[src/rtl/imm_gen_pipe_pkg.sv]
// imm_pkg: immediate formats, opcodes and buffer entry type shared by the immediate generator
package imm_pkg;

    typedef enum logic [2:0] {
        FMT_I, FMT_S, FMT_B, FMT_J, FMT_U, FMT_Z, FMT_SH, FMT_NONE
    } imm_fmt_e;

    typedef enum logic [1:0] {EMPTY, ONE, TWO} occ_e;

    localparam logic [6:0] OP_LOAD   = 7'b0000011;
    localparam logic [6:0] OP_IMM    = 7'b0010011;
    localparam logic [6:0] OP_AUIPC  = 7'b0010111;
    localparam logic [6:0] OP_IMM32  = 7'b0011011;
    localparam logic [6:0] OP_STORE  = 7'b0100011;
    localparam logic [6:0] OP_OP     = 7'b0110011;
    localparam logic [6:0] OP_LUI    = 7'b0110111;
    localparam logic [6:0] OP_OP32   = 7'b0111011;
    localparam logic [6:0] OP_BRANCH = 7'b1100011;
    localparam logic [6:0] OP_JALR   = 7'b1100111;
    localparam logic [6:0] OP_JAL    = 7'b1101111;
    localparam logic [6:0] OP_SYSTEM = 7'b1110011;

    // Sized for the widest supported XLEN and tag; narrower builds use the low bits.
    typedef struct packed {
        logic [63:0] imm;
        imm_fmt_e    fmt;
        logic        illegal;
        logic [63:0] tag;
    } entry_t;

endpackage

[src/rtl/imm_gen_pipe_format_decode.sv]
// imm_format_decode: combinational instruction -> immediate format, illegal flag and extended immediate
module imm_format_decode import imm_pkg::*; #(
    parameter int XLEN        = 32,
    parameter bit AUTO_DECODE = 1
) (
    input  logic [31:0]     instr,
    input  logic [2:0]      imm_src,
    output imm_fmt_e        fmt,
    output logic            illegal,
    output logic [XLEN-1:0] imm
);

    logic [6:0] op;
    logic [2:0] f3;
    logic s, shift, sh5, auto_ill;
    imm_fmt_e auto_fmt;
    logic [63:0] imm64;

    assign op    = instr[6:0];
    assign f3    = instr[14:12];
    assign s     = instr[31];
    assign shift = f3 == 3'b001 || f3 == 3'b101;

    // opcode/funct3 to format; word shifts on RV64 keep a 5-bit shamt
    always_comb begin
        auto_fmt = FMT_NONE;
        auto_ill = 1'b0;
        sh5      = 1'b0;
        case (op)
            OP_IMM:            auto_fmt = shift ? FMT_SH : FMT_I;
            OP_IMM32: begin
                auto_fmt = (XLEN == 64) ? (shift ? FMT_SH : FMT_I) : FMT_NONE;
                auto_ill = XLEN != 64;
                sh5      = 1'b1;
            end
            OP_LOAD, OP_JALR:  auto_fmt = FMT_I;
            OP_STORE:          auto_fmt = FMT_S;
            OP_BRANCH:         auto_fmt = FMT_B;
            OP_JAL:            auto_fmt = FMT_J;
            OP_LUI, OP_AUIPC:  auto_fmt = FMT_U;
            OP_SYSTEM:         auto_fmt = f3[2] ? FMT_Z : FMT_I;
            OP_OP:             auto_ill = 1'b0;
            OP_OP32:           auto_ill = XLEN != 64;
            default:           auto_ill = 1'b1;
        endcase
    end

    assign fmt     = AUTO_DECODE ? auto_fmt : imm_fmt_e'(imm_src);
    assign illegal = AUTO_DECODE ? auto_ill : 1'b0;

    // build at 64 bits; truncation to 32 leaves the correct RV32 value
    always_comb begin
        case (fmt)
            FMT_I:   imm64 = {{52{s}}, instr[31:20]};
            FMT_S:   imm64 = {{52{s}}, instr[31:25], instr[11:7]};
            FMT_B:   imm64 = {{52{s}}, instr[7], instr[30:25], instr[11:8], 1'b0};
            FMT_J:   imm64 = {{44{s}}, instr[19:12], instr[20], instr[30:21], 1'b0};
            FMT_U:   imm64 = {{32{s}}, instr[31:12], 12'b0};
            FMT_Z:   imm64 = {59'b0, instr[19:15]};
            FMT_SH:  imm64 = (XLEN == 64 && !(AUTO_DECODE && sh5)) ? {58'b0, instr[25:20]} : {59'b0, instr[24:20]};
            default: imm64 = 64'b0;
        endcase
    end

    assign imm = imm64[XLEN-1:0];

endmodule

[src/rtl/imm_gen_pipe.sv]
// imm_gen_pipe: registered immediate generator with valid/ready handshake and optional two-entry skid buffer
module imm_gen_pipe import imm_pkg::*; #(
    parameter int XLEN        = 32,
    parameter bit AUTO_DECODE = 1,
    parameter bit SKID        = 1,
    parameter int TAG_W       = 32
) (
    input  logic             clk,
    input  logic             rst,
    input  logic             flush,
    input  logic             in_valid,
    output logic             in_ready,
    input  logic [31:0]      in_instr,
    input  logic [2:0]       in_imm_src,
    input  logic [TAG_W-1:0] in_tag,
    output logic             out_valid,
    input  logic             out_ready,
    output logic [XLEN-1:0]  out_imm,
    output logic [2:0]       out_fmt,
    output logic             out_illegal,
    output logic [TAG_W-1:0] out_tag
);

    occ_e state, state_nxt;
    entry_t head, tail, fresh;
    logic ready_q, accept, drain, dec_ill;
    imm_fmt_e dec_fmt;
    logic [XLEN-1:0] dec_imm;

    imm_format_decode #(.XLEN(XLEN), .AUTO_DECODE(AUTO_DECODE)) u_dec (
        .instr   (in_instr),
        .imm_src (in_imm_src),
        .fmt     (dec_fmt),
        .illegal (dec_ill),
        .imm     (dec_imm)
    );

    assign fresh       = '{imm: 64'(dec_imm), fmt: dec_fmt, illegal: dec_ill, tag: 64'(in_tag)};
    assign out_valid   = state != EMPTY;
    assign in_ready    = SKID ? ready_q : (state == EMPTY || out_ready);
    assign accept      = in_valid && in_ready && !flush;
    assign drain       = out_valid && out_ready;
    assign out_imm     = head.imm[XLEN-1:0];
    assign out_fmt     = head.fmt;
    assign out_illegal = head.illegal;
    assign out_tag     = head.tag[TAG_W-1:0];

    // occupancy transitions; without the skid buffer accepting in ONE implies a drain, so TWO is unreachable
    always_comb begin
        state_nxt = state;
        case (state)
            EMPTY:   state_nxt = accept ? ONE : EMPTY;
            ONE:     state_nxt = (accept && !drain) ? TWO : (drain && !accept) ? EMPTY : ONE;
            TWO:     state_nxt = drain ? ONE : TWO;
            default: state_nxt = EMPTY;
        endcase
        if (flush) state_nxt = EMPTY;
    end

    // head is always the oldest entry; tail only fills when head is stalled
    always_ff @(posedge clk or posedge rst) begin
        if (rst) begin
            state   <= EMPTY;
            ready_q <= 1'b1;
            head    <= '0;
            tail    <= '0;
        end else begin
            state   <= state_nxt;
            ready_q <= state_nxt != TWO;
            if (accept && (state == EMPTY || (state == ONE && drain))) head <= fresh;
            else if (drain && state == TWO) head <= tail;
            if (accept && state == ONE && !drain) tail <= fresh;
        end
    end

endmodule

[config.mk]
export PLATFORM = sky130hd
export DESIGN_NAME = imm_gen_pipe
export DESIGN_NICKNAME = d
export VERILOG_FILES = /design/src/rtl/imm_gen_pipe_pkg.sv /design/src/rtl/imm_gen_pipe_format_decode.sv /design/src/rtl/imm_gen_pipe.sv
export SDC_FILE = /design/constraint.sdc
export NUM_CORES = 1
export LEC_CHECK = 0
export CAP_MARGIN = 20
export CORE_ASPECT_RATIO = 0.9
export CORE_MARGIN = 2
export CORE_UTILIZATION = 40
export DETAILED_ROUTE_END_ITERATION = 12
export PLACE_DENSITY_LB_ADDON = 0.2
export SLEW_MARGIN = 20
export SYNTH_ARGS = -nofsm -noshare
export SYNTH_HDL_FRONTEND = slang
export SYNTH_SLANG_ARGS = --single-unit
[constraint.sdc]
create_clock -name clk -period 14.75 [get_ports clk]
set_input_delay 2.95 -clock clk [delete_from_list [all_inputs] [get_ports clk]]
set_output_delay 2.95 -clock clk [all_outputs]
set_load 0.01 [all_outputs]
==> impl_metrics.json, run 1 <==
{
  "outcome": "completed",
  "ys_warn_count": 0,
  "n_fill_cell": 1390,
  "hold_class": "reg2reg",
  "fmax_mhz": 185,
  "setup_viol": 0,
  "synth-main-ff-cell": "dfrtp_1",
  "fin_nets": 877,
  "synth_cell_type_count": 52,
  "first_pass_iters": 6,
  "cp_slowest_stage_delay_ps": 730,
  "numCtsBuffers": 17,
  "synth-async-reset-ratio_pct": 100,
  "chipHeight_um": 123,
  "crit_arrival_ps": 5770,
  "synth-seq-area-share_pct": 55.3,
  "drt_iter0_markers": 418,
  "drive_above_1_share_pct": 7.96,
  "cp_max_fo": 48,
  "slew_headroom_pct": 29.1,
  "ys_ff_latch": 139,
  "fin_setup_tns_ps": 0,
  "powerDensity_nw_per_um2": 126,
  "grt.total_usage_pct": 21.5,
  "synth_edf_count": 0,
  "wl_um": 17300,
  "crit_path_top_delay_cell": "or3_2",
  "antenna_found_initial": 0,
  "worst_pin_slew_ps": 1060,
  "endpoint_kind": "register",
  "clock_sinks": 139,
  "grt_max_degree": 87,
  "core-area_um2": 15400,
  "clockBufferDepth": 2,
  "drv_slew": 0,
  "path_cells": "clkdlybuf4s50_1 -> nand3b_4 -> or3_2 -> buf_4 -> nor2_1 -> a22oi_1 -> nand2_1",
  "fin_skew_ps": 6.18,
  "cts_tree": "built",
  "syn_area_um2": 6300,
  "cp-start-kind": "primary input",
  "worst-path-buf-inv": 2,
  "drt-wirelength-per-cell_um": 17.0,
  "antenna_cells": 0,
  "start_util_pct": 40.9,
  "peakVddDrop_v": 0.0000810,
  "dieArea_um2": 16800,
  "drc": 0,
  "clockRootBuffer": "clkbuf_16",
  "leakage_nw": 3.95,
  "crit_family": "simple AND/OR/NAND/NOR gates",
  "synth_nets": 762,
  "final_core_util_pct": 54.8,
  "crit_type": "in2reg",
  "whs_ps": 470,
  "overflow": 0,
  "dpl.cell_count": 987,
  "grt_pass1_wl_um": 27700,
  "post_cts_buffers": 0,
  "grt_pass1_vias": 5460,
  "drtAntennaViolNets": 0,
  "port_buffers": 138,
  "finalHoldViolCount": 0,
  "finalNonFillerCells": 1019,
  "clk_pin_slew_ps": 60,
  "worstSkewPairLatency_ps": 410,
  "hpwl_um": 11100,
  "avgSynthCellArea_um2": 9.14,
  "pin_count": 142,
  "die_x_um": 136,
  "rsz0062_at_grt": "false",
  "row_count": 43,
  "period_needed_ps": 5420,
  "critPathRequiredTime_ps": 15100,
  "min_period_over_period_pct": 36.7,
  "vias": 5576,
  "h-tree-depth": 4,
  "hold_buffers": 0,
  "syn_to_final_growth_pct": 34.0,
  "cts_resized": 0,
  "vias_per_cell": 5.47,
  "syn_inst": 689,
  "gp_congestion": 0.861,
  "cap_violations": 0
}
flip-flops by register name, summed over array words and instances (netlist names):
name and flops:
state 2, out_tag 32, out_imm 32, tail 68, out_fmt 3, in_ready 1
out_illegal 1
worst paths after layout:
kind,start,endpoint,slack (ps),cells past startpoint
worst min register to register,out_tag[21]$_DFFE_PP0P_,out_tag[21]$_DFFE_PP0P_,470,2
worst min-delay path,out_tag[21]$_DFFE_PP0P_,out_tag[21]$_DFFE_PP0P_,470,2
worst max register to register,in_ready$_DFF_PP1_,tail[94]$_DFFE_PP0P_,11880,6
max in group asynchronous,rst,tail[76]$_DFFE_PP0P_,10490,3
worst max-delay path,flush,tail[94]$_DFFE_PP0P_,9330,7
min in group asynchronous,rst,out_tag[21]$_DFFE_PP0P_,3070,2
cells in the final DEF, fill, tap and decap left out, types with 4 or more instances in the layout:
master           netlist  layout
a21oi_1               21      21
a22o_1                11      11
a22oi_1               54      54
a31o_2                 7       7
and3_1                 5       5
buf_4                  0       8
clkbuf_16              0      17
clkbuf_8               0       4
clkdlybuf4s50_1        0     138
clkinv_2               0       5
dfrtp_1              138     138
inv_1                  5       4
mux2i_1                4       4
nand2_1              248     248
nand2b_1               7       7
nand3_1               33      33
nand4_1               19      19
nor2_1                15      14
o21ai_0               17      17
o22ai_1                4       4
power breakdown:
group	switching, mW	leakage (nW)	total, mW	internal, mW
registers	0.0289	1.82	0.462	0.433
clock network	0.162	0.313	0.445	0.283
logic	0.0779	1.82	0.158	0.0801
total	0.269	3.95	1.07	0.796
cell usage after synthesis, types with 2 or more instances:
library cell,n,area [um2]
buf_1,9,33.8
o21ai_1,2,10.0
or3_1,2,12.5
buf_2,8,40.0
and3b_1,3,26.3
nor2_1,15,56.3
nand4_1,19,119
inv_1,5,18.8
a22o_1,11,96.3
o211a_1,3,30.0
mux2i_1,4,40.0
a22oi_1,54,405
clkbuf_1,32,120
a31o_2,7,61.3
o211ai_1,3,22.5
and3_1,5,31.3
nand3b_1,2,15.0
nand2b_1,7,43.8
nand3_1,33,165
dfrtp_1,138,3450
nor2b_1,2,12.5
a31oi_1,2,12.5
nor3b_1,2,15.0
nor3_2,2,20.0
nor3_1,2,10.0
and2_1,3,18.8
nor4b_1,2,17.5
nand2_1,248,931
o21ai_0,17,85.1
o22ai_1,4,25.0
a21oi_1,21,105
and4bb_2,2,25.0
cell families after synthesis:
group                    share of synthesized area, %
multiplexers                                    0.636
adder cells (fa/ha/maj)                         0.199
flip-flops                                       55.3
AO/OA/AOI/OAI                                    14.7
buffers and inverters                            3.56
AND/OR/NAND/NOR                                  25.6
metal layers:
layer / share of wire, % / vias to the layer above / GRT usage [%]
met2: 48 / 227 / 33.9
met1: 44 / 2709 / 28.6
met4: 1.7 / 0 / 8.79
met3: 6.5 / 24 / 5.17
met5: 0 / - / 0
li1: - / 2616 / -
worst reg2reg max path, stage by stage (launching register included):
cell	delay, ps
dfstp_2	550
nand3b_4	120
or3_2	730
buf_4	400
nor2_1	710
a22oi_1	180
nand2_1	110
metrics by stage:
| stage | worst slack, ps | power (mW) | instance area (um2) |
|---|---|---|---|
| 3_3_place_gp | 8810 | 0.620 | 7810 |
| 5_1_grt | 9180 | 1.12 | 8440 |
| 2_1_floorplan | 8080 | 0.539 | 6300 |
| 3_5_place_dp | 8980 | 0.627 | 7820 |
| 6_report | 9330 | 1.07 | 8440 |
| 4_1_cts | 9390 | 1.07 | 8440 |
area by class of cell:
class / instances / area (um2) / share of cell area, %
timing repair buffer: 146 / 1440 / 17.1
inverter: 5 / 23.8 / 0.282
clock inverter: 11 / 141 / 1.68
multi-input combinational: 495 / 2620 / 31.0
tap: 202 / 253 / 2.99
clock buffer: 21 / 480 / 5.69
sequential: 139 / 3480 / 41.2
Power figures use the tool's default switching activity.
==> run 2, diff against run 1 <==
Clock period 14.75 ns to 4.4 ns, I/O delays scaled along.
==> run 2 against run 1 <==
Against the previous run:
- worst hold slack got worse by 1.3 ps
- final area shrank 0.30%
- non-clock buffer count rose by 4
- highest routed layer unchanged
- critical path depth fell by 1
- largest cell class unchanged
- first-iteration DRC count decreased by 6.7%
- die area did not move
==> impl_metrics.json, run 2 (synthesized netlist as in run 1, its figures left out) <==
{
  "outcome": "completed",
  "vias": 5521,
  "powerDensity_nw_per_um2": 401,
  "leakage_nw": 3.92,
  "slew_headroom_pct": 32.3,
  "crit_type": "in2reg",
  "pwr-share-comb_pct": 15.9,
  "whs_ps": 469,
  "drv_slew": 0,
  "min_path_cells": 2,
  "fin_skew_ps": 7.12,
  "dieArea_um2": 16800,
  "first_pass_iters": 6,
  "finalNonFillerCells": 1023,
  "row_count": 43,
  "final_core_util_pct": 54.7,
  "h-tree-depth": 4,
  "seq_power_share_pct": 45.8,
  "rsz0062_at_grt": "false",
  "worst_pin_slew_ps": 1010,
  "start_util_pct": 40.9,
  "fin_nets": 881,
  "gr-usage-met1_pct": 29.4,
  "clockRootBuffer": "clkbuf_16",
  "vias_per_cell": 5.40,
  "wl_um": 17400,
  "dpl.cell_count": 990,
  "overflow": 0,
  "grtUsageMet2_pct": 33.9,
  "grt_pass1_wl_um": 27900,
  "clk_pin_slew_ps": 60,
  "hpwl_um": 11600,
  "cap_violations": 0,
  "cp_max_fo": 29,
  "syn_to_final_growth_pct": 33.6,
  "placed_cell_area_um2": 7860,
  "p_sw_uw": 874,
  "drt_iter0_markers": 390,
  "n_fill_cell": 1379,
  "numCtsBuffers": 17,
  "port_buffers": 138,
  "critPathRequiredTime_ps": 4750,
  "power_frac_clock_pct": 38.2,
  "hold_buffers": 0,
  "peakVddDrop_v": 0.000287,
  "clock_sinks": 139,
  "cp-start-kind": "primary input",
  "die_x_um": 136,
  "fin_setup_tns_ps": 0,
  "grt.total_usage_pct": 21.4,
  "total_power_mw": 3.38,
  "crit_arrival_ps": 3350,
  "regMostFlops": "tail",
  "gp_congestion": 0.863,
  "drtAntennaViolNets": 0,
  "drive_above_1_share_pct": 7.67,
  "grt_max_degree": 68,
  "worst-r2r-cell-count": 5,
  "cts_resized": 0,
  "top_usage_layer": "met2",
  "fmax_mhz": 333,
  "layout_commonest_cell": "nand2_1",
  "internal_power_mw": 2.50,
  "worstSkewPairLatency_ps": 420,
  "finalHoldViolCount": 0,
  "largest_reg_flops": 68,
  "post_cts_buffers": 0,
  "pre_cts_ws_ps": 1010,
  "clockBufferDepth": 2,
  "endpoint_kind": "register",
  "period_needed_ps": 3010,
  "hold_class": "reg2reg",
  "antenna_found_initial": 0,
  "min_period_over_period_pct": 68.3,
  "core-area_um2": 15400,
  "layout_common_cells": "248 x nand2_1, 138 x clkdlybuf4s50_1, 138 x dfrtp_1",
  "sw_frac_of_total_pct": 25.9,
  "chipHeight_um": 123,
  "antenna_cells": 0,
  "cts_tree": "built",
  "worst_slack_ps": 1390,
  "setup_viol": 0,
  "drc": 0,
  "grt_pass1_vias": 5454,
  "fin_area_um2": 8410,
  "use_met3_pct": 5.04,
  "pin_count": 142,
  "drt-wirelength-per-cell_um": 17.0
}
## run 2: path summary, 6_finish.rpt
check	from	end	slack (ps)
setup / recovery	flush	tail[95]$_DFFE_PP0P_	1390
hold / removal	out_tag[14]$_DFFE_PP0P_	out_tag[14]$_DFFE_PP0P_	470
setup reg to reg	in_ready$_DFF_PP1_	tail[95]$_DFFE_PP0P_	1880
hold reg to reg	out_tag[14]$_DFFE_PP0P_	out_tag[14]$_DFFE_PP0P_	470
max in group asynchronous	rst	in_ready$_DFF_PP1_	2710
min in group asynchronous	rst	out_tag[24]$_DFFE_PP0P_	810
## run 2: worst max-delay path, cell delays in order
cell	delay (ps)
clkdlybuf4s50_1	460
nand3b_4	230
or3_2	750
nor2_1	710
a22oi_1	190
nand2_1	120
## run 2: power by group through the flow
| stage | Clock, mW | Sequential (mW) | Combinational (mW) |
|---|---|---|---|
| after floorplan | 0 | 1.58 | 0.225 |
| final | 1.29 | 1.55 | 0.538 |
| after detailed placement | 0 | 1.57 | 0.539 |
| after global placement | 0 | 1.56 | 0.525 |
| after global routing | 1.38 | 1.57 | 0.600 |
| after CTS | 1.32 | 1.55 | 0.543 |
## run 2: metal layers
| layer | wire length (um) | share of wire, % |
|---|---|---|
| met5 | 0 | 0 |
| met4 | 251 | 1.4 |
| met3 | 1020 | 5.9 |
| met2 | 8310 | 48 |
| met1 | 7860 | 45 |
## run 2: layout make-up
class                           instances  area [um2]  share of cell area [%]
Timing Repair Buffer                  150        1510                    17.9
Inverter                                5        22.5                   0.268
Clock buffer                           26         499                    5.93
Sequential cell                       139        3480                    41.4
Clock inverter                          6        37.5                   0.446
Tap cell                              202         253                    3.00
Multi-Input combinational cell        495        2610                    31.1
==> run 3, diff against run 2 <==
Clock period 4.4 ns to 3 ns, I/O delays scaled along.
==> run 3 against run 2 <==
Against the previous run:
- clock skew is 7.5 ps higher
- wire length is 0.48% lower
- die area stayed put
- combinational power is 47% higher
- core utilization is 0.76 points higher
- sequential share of layout area is 0.56 points lower
- final area is 1.4% higher
==> impl_metrics.json, run 3 (synthesized netlist as in run 1, its figures left out) <==
{
  "cp-start-kind": "primary input",
  "clock_sinks": 139,
  "powerDensity_nw_per_um2": 592,
  "numCtsBuffers": 17,
  "crit_path_top_delay_cell": "or3_2",
  "rsz0062_at_grt": "false",
  "gp_congestion": 0.914,
  "min_period_over_period_pct": 78.5,
  "whs_ps": 471,
  "grt.total_usage_pct": 21.7,
  "fin_setup_tns_ps": 0,
  "power_frac_clock_pct": 39.4,
  "drive_above_1_share_pct": 9.70,
  "worst-path-buf-inv": 3,
  "p_sw_mw": 1.35,
  "path_common_cell": "buf_4",
  "seq_power_share_pct": 45.0,
  "grt_pass1_wl_um": 28400,
  "vias": 5610,
  "cp_slowest_stage_delay_ps": 490,
  "clockRootBuffer": "clkbuf_16",
  "hold_class": "reg2reg",
  "crit_type": "in2reg",
  "drt-wirelength-per-cell_um": 16.7,
  "die_x_um": 136,
  "fmax_mhz": 424,
  "drv_slew": 0,
  "port_buffers": 138,
  "wl_um": 17400,
  "antenna_cells": 0,
  "drc": 0,
  "slew_headroom_pct": 62.2,
  "cts_resized": 0,
  "largest_reg_flops": 68,
  "layout_common_cells": "248 x nand2_1, 138 x clkdlybuf4s50_1, 138 x dfrtp_1",
  "dieArea_um2": 16800,
  "crit_family": "simple AND/OR/NAND/NOR gates",
  "row_count": 43,
  "core-area_um2": 15400,
  "antenna_found_initial": 0,
  "cap_violations": 0,
  "worst_pin_slew_ps": 565,
  "clk_pin_slew_ps": 60,
  "start_util_pct": 40.9,
  "worstSkewPairLatency_ps": 420,
  "setup_viol": 0,
  "crit_arrival_ps": 2710,
  "pin_count": 142,
  "period_needed_ps": 2360,
  "path_cells": "clkdlybuf4s50_1 -> nand3b_4 -> or3_2 -> buf_4 -> nor3_2 -> buf_4 -> a22o_1",
  "drt_iter0_markers": 455,
  "clockBufferDepth": 2,
  "layout_commonest_cell": "nand2_1",
  "grt_pass1_vias": 5630,
  "post_cts_buffers": 0,
  "overflow": 0,
  "grt_max_degree": 54,
  "cp_max_fo": 49,
  "chipHeight_um": 123,
  "vias_per_cell": 5.41,
  "cts_tree": "built",
  "peakVddDrop_v": 0.000407,
  "pwr-share-comb_pct": 15.7,
  "fin_skew_ps": 14.6,
  "n_fill_cell": 1404,
  "internal_power_mw": 3.70,
  "finalHoldViolCount": 0,
  "endpoint_kind": "register",
  "total_power_mw": 5.05,
  "syn_to_final_growth_pct": 35.5,
  "hpwl_um": 11700,
  "drtAntennaViolNets": 0,
  "fin_nets": 895,
  "sw_frac_of_total_pct": 26.7,
  "critPathRequiredTime_ps": 3350,
  "leakage_nw": 3.99,
  "outcome": "completed",
  "h-tree-depth": 4,
  "regMostFlops": "tail",
  "first_pass_iters": 5,
  "hold_buffers": 0
}
## run 3: cell count changes in the layout (fill, tap and decap cells not counted), sizes merged
cell,change
buf,+14
clkbuf,-7
inv,+3
clkinvlp,+2
bufinv,+1
clkinv,+1
## run 3: path summary, 6_finish.rpt
| path | slack (ps) | startpoint | end | depth (start not counted) |
|---|---|---|---|---|
| max | 640 | flush | tail[75]$_DFFE_PP0P_ | 7 |
| min | 470 | out_tag[25]$_DFFE_PP0P_ | out_tag[25]$_DFFE_PP0P_ | 2 |
| max reg2reg | 860 | in_ready$_DFF_PP1_ | tail[75]$_DFFE_PP0P_ | 6 |
| min reg2reg | 470 | out_tag[25]$_DFFE_PP0P_ | out_tag[25]$_DFFE_PP0P_ | 2 |
| max in group asynchronous | 1730 | rst | in_ready$_DFF_PP1_ | 3 |
| min in group asynchronous | 590 | rst | tail[24]$_DFFE_PP0P_ | 2 |
## run 3: worst reg2reg max path, stage by stage (launching register included)
cell,delay [ps]
dfstp_2,550
nand3b_4,130
or3_2,490
buf_4,320
nor3_2,270
buf_4,190
a22o_1,130
## run 3: cell type report
cell class,count,area [um2],share of cell area (%)
sequential,139,3480,40.8
timing repair buffer,164,1600,18.8
inverter,5,22.5,0.264
tap,202,253,2.96
multi-input combinational,495,2610,30.6
clock buffer,19,443,5.19
clock inverter,13,118,1.38
## run 3: power groups by stage
| stage | logic (mW) | clock network (mW) | registers [mW] |
|---|---|---|---|
| after CTS | 0.801 | 2.03 | 2.27 |
| after global placement | 0.774 | 0 | 2.29 |
| after floorplan | 0.330 | 0 | 2.32 |
| after global routing | 0.881 | 2.11 | 2.30 |
| after detailed placement | 0.798 | 0 | 2.30 |
| final | 0.792 | 1.99 | 2.27 |
## run 3: stage by stage
step / instances / setup slack [ps] / area, um2 / utilization [%]
detailed placement: 1005 / 208 / 7970 / 51.8
CTS: 1037 / 648 / 8530 / 55.4
global placement: 1005 / 290 / 7970 / 51.8
finish: 1037 / 644 / 8530 / 55.4
floorplan: 689 / 666 / 6300 / -
global route: 1037 / 524 / 8530 / 55.4
## run 3: layer usage
| metal | vias up | share of wire [%] | GRT usage [%] |
|---|---|---|---|
| met5 | - | 0 | 0 |
| met4 | 0 | 1.6 | 8.14 |
| met3 | 23 | 5.7 | 4.67 |
| met2 | 199 | 47 | 33.7 |
| met1 | 2738 | 46 | 30.1 |
| li1 | 2650 | - | - |
